`src/rtl/pipe_gap_gen.sv`:
```
// Turns a captured LFSR word into the next pipe gap row: 16-step restoring
// division for the modulo, then a clamp against the previous accepted gap.
module pipe_gap_gen #(
  parameter int Y_W      = 10,
  parameter int GAP_MIN  = 80,
  parameter int GAP_MAX  = 360,
  parameter int MAX_STEP = 120
) (
  input  logic           clk,
  input  logic           rst_n,
  input  logic [31:0]    rnd,
  input  logic           req,
  input  logic           ack,
  output logic [Y_W-1:0] gap_y,
  output logic           valid,
  output logic           busy
);

  localparam int SW = Y_W + 3;
  localparam logic [Y_W+1:0]        RANGE_W = (Y_W+2)'(GAP_MAX - GAP_MIN + 1);
  localparam logic [Y_W-1:0]        MID     = Y_W'((GAP_MIN + GAP_MAX) / 2);
  localparam logic signed [SW-1:0]  GMIN_S  = SW'(GAP_MIN);
  localparam logic signed [SW-1:0]  GMAX_S  = SW'(GAP_MAX);
  localparam logic signed [SW-1:0]  STEP_S  = SW'(MAX_STEP);

  typedef enum logic [1:0] {IDLE, DIV, CLAMP, HOLD} state_t;

  state_t         state_q;
  logic [15:0]    sr_q;
  logic [Y_W:0]   rem_q;
  logic [3:0]     cnt_q;
  logic [Y_W-1:0] gapY_q;
  logic [Y_W-1:0] prev_q;
  logic           valid_q;
  logic           busy_q;

  logic [Y_W+1:0]       trial;
  logic [Y_W:0]         rem_d;
  logic                 unusedRemTop;
  logic signed [SW-1:0] candS, prevS, loS, hiS, clampS;
  logic [Y_W-1:0]       gapY_d;
  logic [2:0]           unusedClampTop;
  logic [15:0]          unusedRndHi;

  assign unusedRndHi = rnd[31:16];

  // One restoring-division step; the remainder always stays below RANGE.
  always_comb begin
    trial = {rem_q, sr_q[15]};
    {unusedRemTop, rem_d} = (trial >= RANGE_W) ? (trial - RANGE_W) : trial;
  end

  // Clamp is done in widened signed arithmetic so prev-MAX_STEP cannot wrap.
  always_comb begin
    candS  = GMIN_S + $signed({2'b00, rem_q});
    prevS  = $signed({3'b000, prev_q});
    loS    = prevS - STEP_S;
    if (loS < GMIN_S) loS = GMIN_S;
    hiS    = prevS + STEP_S;
    if (hiS > GMAX_S) hiS = GMAX_S;
    clampS = candS;
    if (candS < loS) clampS = loS;
    else if (candS > hiS) clampS = hiS;
    {unusedClampTop, gapY_d} = clampS;
  end

  always_ff @(posedge clk or negedge rst_n) begin
    if (!rst_n) begin
      state_q <= IDLE;
      sr_q    <= '0;
      rem_q   <= '0;
      cnt_q   <= '0;
      gapY_q  <= MID;
      prev_q  <= MID;
      valid_q <= 1'b0;
      busy_q  <= 1'b0;
    end else begin
      case (state_q)
        IDLE: begin
          if (req) begin
            sr_q    <= rnd[15:0];
            rem_q   <= '0;
            cnt_q   <= '0;
            busy_q  <= 1'b1;
            state_q <= DIV;
          end
        end
        DIV: begin
          rem_q <= rem_d;
          sr_q  <= {sr_q[14:0], 1'b0};
          cnt_q <= cnt_q + 4'd1;
          if (cnt_q == 4'd15) state_q <= CLAMP;
        end
        CLAMP: begin
          gapY_q  <= gapY_d;
          valid_q <= 1'b1;
          state_q <= HOLD;
        end
        HOLD: begin
          if (ack) begin
            prev_q  <= gapY_q;
            valid_q <= 1'b0;
            busy_q  <= 1'b0;
            state_q <= IDLE;
          end
        end
        default: state_q <= IDLE;
      endcase
    end
  end

  assign gap_y = gapY_q;
  assign valid = valid_q;
  assign busy  = busy_q;

endmodule

```
`config.mk`:
```
export PLATFORM = sky130hd
export DESIGN_NAME = pipe_gap_gen
export DESIGN_NICKNAME = d
export VERILOG_FILES = /design/src/rtl/pipe_gap_gen.sv
export SDC_FILE = /design/constraint.sdc
export NUM_CORES = 1
export LEC_CHECK = 0
export CAP_MARGIN = 0
export CORE_MARGIN = 2
export CORE_UTILIZATION = 57
export DETAILED_ROUTE_END_ITERATION = 12
export PLACE_DENSITY = 0.88
export REMOVE_ABC_BUFFERS = 1
export SYNTH_ARGS = -nofsm -noshare
export SYNTH_HDL_FRONTEND = slang
export SYNTH_SLANG_ARGS = --single-unit
export TNS_END_PERCENT = 20
```
`constraint.sdc`:
```
create_clock -name clk -period 4.5 [get_ports clk]
set_clock_uncertainty 0.05 [all_clocks]
set_input_delay 0.9 -clock clk [delete_from_list [all_inputs] [get_ports clk]]
set_output_delay 0.9 -clock clk [all_outputs]
set_load 0.1 [all_outputs]
```
### Word level (Yosys, flattened, before mapping)

Cells that the tools add are included.

* register bits after elaboration: 55
* latch bits: 0
* bits in writable memories: 0
* memory bits (read-only): 0
* input bits: 36
* output and inout port bits: 12
* word-level logic and storage cells: 53
* memories kept: 0

* add/subtract/negate cells: 5
* multiply operators: 0
* div/mod/pow operators: 0
* $lt $le $gt $ge: 5
* eq/ne operators: 7
* shift operators: 0
* muxes and demuxes: 19
* bitwise operators: 0
* reduce and logical (&&, ||, !) cells: 9

Operators with widths (count)
* 11-bit two-way mux: 3
* 16-bit one-hot mux with 2 select lines: 1
* 11-bit one-hot mux with 2 select lines: 1
* 10-bit two-way mux: 2
* 16-bit two-way mux: 1
* 13-bit < comparator: 1
* 13-bit two-way mux: 1
* 7-bit by 11-bit adder with 12-bit output (first input constant): 1
* 12-bit by 9-bit >= comparator with 1-bit output (second input constant): 1
* 12-bit by 11-bit > comparator with 1-bit output: 1
* 10-bit by 7-bit adder with 11-bit output (second input constant): 1
* 11-bit by 9-bit > comparator with 1-bit output (second input constant): 1
* 11-bit by 8-bit < comparator with 1-bit output (second input constant): 1
* 10-bit by 7-bit subtractor with 11-bit output (second input constant): 1
* 11-bit by 9-bit subtractor with 11-bit output (second input constant): 1
* 2-bit one-hot mux with 4 select lines: 1
* 4-bit one-hot mux with 2 select lines: 1
* 2-bit two-way mux: 3
* 2-bit inequality test (second input constant): 3
* 2-bit AND reduction: 3
* 3-bit AND reduction: 2
* 2-bit nonzero test: 3
* 4-bit by 1-bit adder with 4-bit output (second input constant): 1
* 2-bit == test (second input constant): 2
* 6 further kinds: 8

### Longest topological paths before layout

* word-level depth: 6
* gate-level depth with buffers: 18

### Worst setup path before layout

No wires, ideal clock.

* kind: flip-flop to flip-flop
* from: reg prev_q[3]
* to: reg gapY_q[3], in the netlist gap_y[3]
* arrival: 3.879 ns
* required time: 4.369 ns
* path slack: 0.490 ns
* stages on the path, launching flop included: 17
* clock period less this slack: 4.010 ns
* path through: dfstp_2 > clkbuf_1 > inv_1 > ha_1 > a2111oi_0 > ha_1 > clkbuf_1 > or2_2 > ha_1 > o21ai_0 > nand2b_1 > and4_4 > buf_6 > or2_1 > buf_6 > o31a_1 > a211oi_2

* longest elaborated chain between the ends: 6

Ends and longest elaborated chain
* start: declaration: RTL line 33 `logic [Y_W-1:0] prev_q;`
* start signal: assignment: RTL line 101 `prev_q <= gapY_q;`
* 10-bit by 7-bit adder with 11-bit output: RTL line 59 `hiS = prevS + STEP_S;`
* 11-bit by 9-bit > comparator with 1-bit output: RTL line 60 `if (hiS > GMAX_S) hiS = GMAX_S;`
* 11-bit two-way mux: RTL line 60
* 12-bit by 11-bit > comparator with 1-bit output: RTL line 63 `else if (candS > hiS) clampS = hiS;`
* 10-bit two-way mux: RTL line 63
* 10-bit two-way mux (*): RTL line 62 `if (candS < loS) clampS = loS;`
* end signal: assignment: RTL line 95 `gapY_q <= gapY_d;`
* end: declaration: RTL line 32 `logic [Y_W-1:0] gapY_q;`

Every way passes the cells marked *; elsewhere a longest branch is shown, timed or not.
A chain may end at the register's enable or synchronous reset.

### Final worst setup path

* from: reg prev_q[4]
* to: reg gapY_q[3], in the netlist gap_y[3]

Same word-level chain as after synthesis.

==> run_results.csv <==
group,metric,value,unit
run_status,status,"completed",
critical_path,critPathCaptureType,"register",
critical_path,reg2regPathDepth,15,
synthesis,synth_flop_cell,"dfrtp_1",
synthesis,ys_ff_latch,55,
clock_tree,cts.sinks,55,
floorplan,core_area,6870,um^2
critical_path,cp.required,4700,ps
final_layout,drive_gt1_frac,0.0966,
critical_path,worst-endpoint-arrival,4430,ps
drt,drt_iter0_drc,223,
clock_tree,cts_htree_levels,2,
floorplan,start_util,0.594,
placed_design,place.gp.congestion,0.939,
global_route,grt_pass1_vias,3334,
sta,worst_slew_pin_slew,980,ps
clock_tree,cts_hold_buf,0,
sta,relSlewSlack,0.345,
global_route,antenna_found_initial,0,
sta,hold_violations,0,
flow_run,max-cap-violations,0,
floorplan,die_w,88.6,um
global_route,grt-ovfl-total,0,
floorplan,rows,30,
critical_path,cpMaxStageDelayCell,"dfstp_2",
synthesis,ys_top_cells_by_area,"dfrtp_1 (28%), ha_1 (11%), dfstp_2 (6.4%), o21ai_0 (4.3%), nand2_1 (4.1%)",
final_layout,final_core_util,0.660,
critical_path,cp_max_fo,11,
drt,wl_per_cell,16.1,um
critical_path,critPathTopFamily,"compound AO/OA/AOI/OAI gates",
sta,setup_viol,0,
drt,vias,3564,
critical_path,reg2reg_slack,270,ps
synthesis,synth_edf_count,0,
floorplan,dieArea,7850,um^2
synthesis,synthArstFlopShare,1.00,
placed_design,portBuffers,31,
critical_path,slowest_delay,660,ps
hold_path,hold_path.class,"register to register",
drt,ant_nets,0,
synthesis,synthCells,458,
floorplan,io_pins,48,
clock_tree,insertion_delay,320,ps
sta,max_freq,236,MHz
critical_path,cp-endpoint,"gap_y[3]$_DFFE_PN1P_",
critical_path,worstPathCellList,"ha_1 -> a31o_1 -> xnor2_1 -> nor3_1 -> a21oi_1 -> a2111oi_1 -> ha_2 -> nand2b_1 -> ha_1 -> nand3_1 -> or3_1 -> o211ai_1 -> o21a_1 -> a21oi_1 -> a211oi_2",
synthesis,syn_avg_cell_area,8.91,um^2
global_route,grt_usage,0.249,
sta,whs,451,ps
final_layout,mostFrequentLayoutCells,"nand2_1 (45), dfrtp_1 (45), o21ai_0 (35), ha_1 (34), clkdlybuf4s50_1 (30)",
placed_design,dp_hpwl,6460,um
synthesis,synth_cell_types,64,
sta,finalMaxSlewViolations,0,
drt,drc,0,
clock_tree,cts.path.max_buffers,2,
critical_path,critical_path_depth,15,
drt,drtPass1Iterations,5,
critical_path,startpoint,"prev_q[4]$_DFFE_PN1P_",
sta,min_period_over_period,0.940,
floorplan,die_h,88.6,um
synthesis,yosysTopAreaCell,"dfrtp_1",
critical_path,crit_buf_inv,0,
critical_path,timing.rr.start,"prev_q[4]$_DFFE_PN1P_",
clock_tree,cts-root-buf,"clkbuf_8",
synthesis,synth_top_area_frac,0.276,
critical_path,timing.rr.end,"gap_y[3]$_DFFE_PN1P_",
synthesis,synth_area,4080,um^2
clock_tree,cts_tree,"done",
drt,via_per_inst,6.23,
final_layout,area_delta_synth_final,11.1,%
clock_tree,numCtsBuffers,5,
sta,post-route-min-period,4230,ps
synthesis,yosysSeqAreaShare,0.340,
synthesis,yosysWarnings,0,
critical_path,crit_type,"register to register",
global_route,grt_pass1_wl,15400,um
drt,routed_wl,9210,um
global_route,grt_max_degree,56,
critical_path,start_kind,"register",
final_layout,num_antenna_cells,0,
final_layout,fin_nets,546,
placed_design,placedCellCount,562,
final_layout,stdcell_count,572,
clock_tree,clk_pin_slew,100,ps
worst min path at each step:
stage / from / endpoint / slack, ps / depth (start not counted)
3_3_place_gp: sr_q[11]$_DFFE_PN0P_ / sr_q[11]$_DFFE_PN0P_ / 420 / 2
3_5_place_dp: sr_q[13]$_DFFE_PN0P_ / sr_q[13]$_DFFE_PN0P_ / 430 / 2
5_1_grt: sr_q[9]$_DFFE_PN0P_ / sr_q[9]$_DFFE_PN0P_ / 480 / 2
2_1_floorplan: sr_q[10]$_DFFE_PN0P_ / sr_q[10]$_DFFE_PN0P_ / 400 / 2
4_1_cts: sr_q[13]$_DFFE_PN0P_ / sr_q[13]$_DFFE_PN0P_ / 450 / 2
6_report: sr_q[13]$_DFFE_PN0P_ / sr_q[13]$_DFFE_PN0P_ / 450 / 2
cell type report:
class | count | area (um^2)
Inverter | 16 | 60.1
Tap cell | 96 | 120
Clock inverter | 1 | 30.0
Clock buffer | 7 | 76.3
Timing Repair Buffer | 37 | 350
Sequential cell | 55 | 1390
Multi-Input combinational cell | 360 | 2500
Fill cell | 526 | 2340
per-layer routing:
layer  vias up  track usage  part of all wire
met5         -            0                 0
met4         0       0.0771             0.012
met3        14       0.0438             0.064
met2       135        0.409              0.48
met1      1714        0.338              0.44
li1       1701            -                 -
synthesized netlist by cell type, types with 6 or more instances:
master and count:
a21o_1 7, nand2_1 45, dfstp_2 10, clkbuf_1 17
inv_1 16, nand3b_1 11, mux2i_1 11, nand3_1 8
buf_2 6, o22ai_1 14, xnor2_1 13, nor3_1 6
nor2b_1 6, xor2_1 7, nand2b_1 9, mux2_2 10
o21ai_0 35, a21oi_1 23, a31oi_1 9, nor2_1 25
or3_1 6, ha_1 35, dfrtp_1 45, o21ai_1 14
worst reg2reg max path, stage by stage, from the launching register on:
cell	delay (ps)
dfstp_2	660
ha_1	290
a31o_1	240
xnor2_1	90
nor3_1	200
a21oi_1	70
a2111oi_1	300
ha_2	430
nand2b_1	200
ha_1	310
nand3_1	90
or3_1	330
o211ai_1	250
o21a_1	360
a21oi_1	100
a211oi_2	210
flip-flops by register name, summed over array words and instances, names as in the netlist:
register,flops
sr_q,16
rem_q,11
gap_y,10
prev_q,10
cnt_q,4
state_q,2
busy,1
valid,1
kinds of logic after synthesis:
group | after synthesis | share of synthesized area
AOI/OAI and AO/OA | 138 | 0.218
and+or+nand+nor | 144 | 0.187
buffers and inverters | 44 | 0.0479
DFF | 55 | 0.340
other | 1 | 0.000919
adders and majority gates | 35 | 0.107
muxes | 21 | 0.0546
xor gates and xnor gates | 20 | 0.0429
what timing repair did:
action,CTS,global route
resized for setup,0,3
setup buffers,0,2
setup endpoints to repair,0,9
endpoints found under the hold margin,0,0
per-stage QoR:
stage / worst slack [ps] / instance area, um^2 / setup TNS [ps]
6_report: 268 / 4530 / 0
5_1_grt: -26.6 / 4530 / -38.3
4_1_cts: 128 / 4510 / 0
3_5_place_dp: 178 / 4400 / 0
3_3_place_gp: 256 / 4400 / 0
2_1_floorplan: 701 / 3950 / 0
Power is not shown: default switching activity piles up to over one toggle a cycle in this logic, so the estimate is an artifact.
